$ cat config.mk
export PLATFORM = sky130hd
export DESIGN_NAME = riscv_int_ctrl
export DESIGN_NICKNAME = d
export VERILOG_FILES = /design/src/rtl/riscv_int_pkg.sv /design/src/rtl/riscv_int_prio.sv /design/src/rtl/riscv_int_ctrl.sv
export SDC_FILE = /design/constraint.sdc
export NUM_CORES = 1
export LEC_CHECK = 0
export ABC_AREA = 1
export CELL_PAD_IN_SITES_DETAIL_PLACEMENT = 0
export CELL_PAD_IN_SITES_GLOBAL_PLACEMENT = 1
export CORE_MARGIN = 5
export CORE_UTILIZATION = 17
export CTS_BUF_LIST = sky130_fd_sc_hd__clkbuf_16
export CTS_CLUSTER_DIAMETER = 50
export DETAILED_ROUTE_END_ITERATION = 10
export PLACE_DENSITY = 0.78
export SETUP_SLACK_MARGIN = 0.05
export SKIP_CTS_REPAIR_TIMING = 1
export SYNTH_ARGS = -nofsm -noshare
export SYNTH_HDL_FRONTEND = slang
export SYNTH_SLANG_ARGS = --single-unit
$ cat constraint.sdc
create_clock -name clk -period 2.7 [get_ports clk]
set_input_delay 0.54 -clock clk [delete_from_list [all_inputs] [get_ports clk]]
set_output_delay 0.54 -clock clk [all_outputs]
set_load 0.01 [all_outputs]
$ cat src/rtl/riscv_int_pkg.sv
// Shared types and constants for the machine-mode interrupt controller.
package riscv_int_pkg;

  localparam int          INT_LINES      = 32;
  localparam logic [31:0] MCAUSE_INT_BIT = 32'h8000_0000;

  typedef enum logic [1:0] {
    IDLE = 2'd0,
    TAKE = 2'd1,
    BUSY = 2'd2,
    ACK  = 2'd3
  } int_state_t;

endpackage

$ cat src/rtl/riscv_int_prio.sv
// Fixed-priority encoder: reports the lowest set bit of the request vector.
module riscv_int_prio
  import riscv_int_pkg::*;
(
  input  logic [INT_LINES-1:0] req_i,
  output logic [4:0]           idx_o,
  output logic                 valid_o
);

  // Scanning downward lets the lowest set index overwrite any higher one.
  always_comb begin
    idx_o   = 5'd0;
    valid_o = 1'b0;
    for (int i = INT_LINES - 1; i >= 0; i--) begin
      if (req_i[i]) begin
        idx_o   = 5'(i);
        valid_o = 1'b1;
      end
    end
  end

endmodule

$ cat src/rtl/riscv_int_ctrl.sv
// Machine-mode interrupt controller: pending capture, priority select, and
// the IDLE/TAKE/BUSY/ACK entry handshake with the core.
module riscv_int_ctrl
  import riscv_int_pkg::*;
#(
  parameter logic [31:0] EDGE_MASK = 32'h0000_0000
) (
  input  logic        clk,
  input  logic        rst,
  input  logic [31:0] int_req_i,
  input  logic [31:0] mie_i,
  input  logic        stall_i,
  input  logic        INT_RST,
  output logic        IC_INT,
  output logic [31:0] mcause_o,
  output logic [31:0] int_fin_o,
  output logic        busy_o
);

  int_state_t  state_q, state_d;
  logic [31:0] req_q, req_d;
  logic [31:0] pend_q, pend_d;
  logic [31:0] mcause_q, mcause_d;
  logic [4:0]  idx_q, idx_d;
  logic [31:0] set_vec, clr_vec, pend, elig;
  logic [4:0]  prio_idx;
  logic        prio_valid;

  assign set_vec = EDGE_MASK & int_req_i & ~req_q;
  assign clr_vec = (state_q == ACK) ? (32'd1 << idx_q) : 32'd0;
  // Edge lines come from the latched pending bits; level lines pass straight through.
  assign pend    = (pend_q & EDGE_MASK) | (int_req_i & ~EDGE_MASK);
  assign elig    = pend & mie_i;

  riscv_int_prio u_prio (
    .req_i   (elig),
    .idx_o   (prio_idx),
    .valid_o (prio_valid)
  );

  always_comb begin
    req_d    = int_req_i;
    pend_d   = ((pend_q & ~clr_vec) | set_vec) & EDGE_MASK;
    state_d  = state_q;
    idx_d    = idx_q;
    mcause_d = mcause_q;
    case (state_q)
      IDLE: begin
        if (prio_valid && !stall_i) begin
          idx_d    = prio_idx;
          mcause_d = MCAUSE_INT_BIT | {27'd0, prio_idx};
          state_d  = TAKE;
        end
      end
      TAKE:    state_d = BUSY;
      BUSY:    if (INT_RST) state_d = ACK;
      ACK:     state_d = IDLE;
      default: state_d = IDLE;
    endcase
  end

  always_ff @(posedge clk) begin
    if (rst) begin
      state_q  <= IDLE;
      req_q    <= '1;
      pend_q   <= '0;
      idx_q    <= '0;
      mcause_q <= '0;
    end else begin
      state_q  <= state_d;
      req_q    <= req_d;
      pend_q   <= pend_d;
      idx_q    <= idx_d;
      mcause_q <= mcause_d;
    end
  end

  assign IC_INT    = (state_q == TAKE);
  assign busy_o    = (state_q != IDLE);
  assign int_fin_o = clr_vec;
  assign mcause_o  = mcause_q;

endmodule

==> run metrics <==
status=complete, no violations; nets=423; Arrival @ worst endpoint=1850 ps; global route total overflow=0; Main synth FF type=dfxtp_1; ANT nets after route=0; Power per Cell Area=397.9 nW/um^2; Total Routed Length=4581 um; Synth Register Bits=8; unrepaired setup endpoints after global routing=no; Top Usage Layer GRT=met2; skew final=0.7907 ps; critical path startpoint=idx_q[2]$_SDFFE_PP0P_; synth warn=0; Floorplan Core Area=7687 um^2; CP max-delay cell=dfxtp_1; first-pass GRT wire length=6962 um; Hold WC Path Type=register to register; max-slew violation count=0; Clock Sinks=8; dpl hpwl=4077 um; placer congestion estimate=0.7348; worst slew pin tran=515.4 ps; setup slack, reg-to-reg=1350 ps; routing usage on met1=0.09041; clock-pin slew on the worst setup and hold paths=40 ps; TritonCTS clock tree=yes; worst setup path end=int_fin_o[1]; CTS H-Tree Depth=1; fin cells=450; met2 GRT Util=0.1560; Worst Setup Start Kind=register; Placed Area=2412 um^2; I/O Pins=134; Slew HR=0.6556; Critical Path Sink Type=primary output; period utilization=0.8845; Worst Reg2Reg Path Length in Cells=8; clock buffer depth=2; M3 GR Usage=0.02406; CTS buffer count=3; Post-Syn Instances=243; clk root buf=clkbuf_16; max cap viols=0; reg2reg end=idx_q[0]$_SDFFE_PP0P_; DR pass1 iterations=6; logic depth of the worst setup path including buffers=4; worst path bufs/invs=2; post-synth top area cell=nand2_1; Synth top area share=0.2060; final core utilization=0.3275; clock latency on the worst-skew pair=230 ps; Die Width=98.45 um; crit path time final=2388 ps; DR WL/cell=10.18 um; RR Startpoint=state_q[0]$_SDFFE_PP0P_; Initial DRC Count=40; cell area after synthesis=1330 um^2; diode count=0; CP delay by family, top=buffers and inverters; post-synthesis sequential area ratio=0.1204; Final Hold Viols=0; syn_area_per_cell=5.473 um^2; Synth cell types=24; Crit Path Category=register to primary output; VDD IR max=0.0001548 V; GRT Total Usage=0.08348; Rows=32; Post-Place Cells=447; via count=1729; Area Overhead vs Synth=89.28%; CP required=2160 ps; crit-path max FO=10; Die Area=9692 um^2; initial cell density of the core=0.1730; worst setup margin=311.9 ps; final setup TNS=0 ps; setup violators final=0; Leakage Power=1.158 nW; initial antenna violation count=0; ys async rst share=0; Final Instance Area=2517 um^2; Slowest Stage Delay on Critical Path=510 ps; largest net degree at the start of global routing=17; layout cells sized above 1=0.07759; vias in the first global route=1648; Residual DRC=0; CP Cell Sequence=clkinv_1 -> nand4_1 -> nor2_1 -> clkdlybuf4s50_1; Max Freq=418.7 MHz; Vias/cell=3.842; Die Y=98.45 um; PortBufs=107; Post-synth EDFFs=0; Synth area leaders=nand2_1 (21%), nor2_1 (16%), buf_4 (15%); pre-CTS setup slack=-48.37 ps
synthesized netlist by cell type (2+ instances only):
| cell | number |
|---|---|
| a211oi_1 | 2 |
| a21oi_1 | 7 |
| a31oi_1 | 2 |
| buf_4 | 26 |
| clkbuf_1 | 5 |
| clkinv_1 | 2 |
| dfxtp_1 | 8 |
| ha_1 | 5 |
| inv_1 | 8 |
| inv_2 | 3 |
| nand2_1 | 73 |
| nand2_2 | 16 |
| nand2_4 | 2 |
| nand4_1 | 16 |
| nor2_1 | 56 |
| o21ai_1 | 4 |
placed cells by master, fill, tap and decap left out, drive strengths merged, types with 5 or more instances in the layout:
master / n
clkdlybuf4s50: 95
nand2: 91
nor2: 56
conb: 26
nand4: 16
dlymetal6s2s: 12
inv: 11
dfxtp: 8
a21oi: 8
ha: 5
o21ai: 5
cells by family after synthesis:
family                   after synthesis  share of synthesized area
buffers and inverters                 45                     0.2060
AND/OR/NAND/NOR                      164                     0.5353
other                                  1                   0.002819
AO/OA/AOI/OAI                         20                    0.08843
adder cells (fa/ha/maj)                5                    0.04704
flip-flops                             8                     0.1204
power breakdown:
part	switching, mW	total (mW)	internal (mW)
Clock	0.0544	0.245	0.191
Combinational	0.285	0.547	0.262
Sequential	0.0550	0.210	0.155
per-layer routing:
| metal | vias up | wire, um |
|---|---|---|
| met5 | - | 0 |
| met4 | 0 | 34 |
| met3 | 2 | 566 |
| met2 | 87 | 2169 |
| met1 | 708 | 1810 |
| li1 | 932 | - |
worst min-delay path by stage:
stage                         startpoint                   endpoint  slack, ps  cells past startpoint
2_1_floorplan  mcause_o[31]$_SDFFE_PP0P_  mcause_o[31]$_SDFFE_PP0P_        510                      1
3_3_place_gp   mcause_o[31]$_SDFFE_PP0P_  mcause_o[31]$_SDFFE_PP0P_        450                      1
3_5_place_dp   mcause_o[31]$_SDFFE_PP0P_  mcause_o[31]$_SDFFE_PP0P_        460                      1
4_1_cts        mcause_o[31]$_SDFFE_PP0P_  mcause_o[31]$_SDFFE_PP0P_        480                      1
5_1_grt        mcause_o[31]$_SDFFE_PP0P_  mcause_o[31]$_SDFFE_PP0P_        490                      1
6_report       mcause_o[31]$_SDFFE_PP0P_  mcause_o[31]$_SDFFE_PP0P_        470                      1
registers in the layout, indices dropped and copies added (netlist names):
name	count
idx_q	4
mcause_o	2
state_q	2
stage by stage:
stage	hold WS, ps	power, mW
floorplan	509.4	0.5285
global placement	454.9	0.7544
detailed placement	462.9	0.7670
CTS	476.4	1.022
global route	490.9	1.094
finish	467.1	1.002
layout make-up:
type	instances	area, um^2
clock buffers	3	75.07
fillers	854	5170
flip-flops and latches	8	160.2
multi-input cells	215	989.7
repair buffers	109	1116
well taps	102	127.6
inverters	13	48.80
No activity file was read; power rests on OpenSTA's default activity.
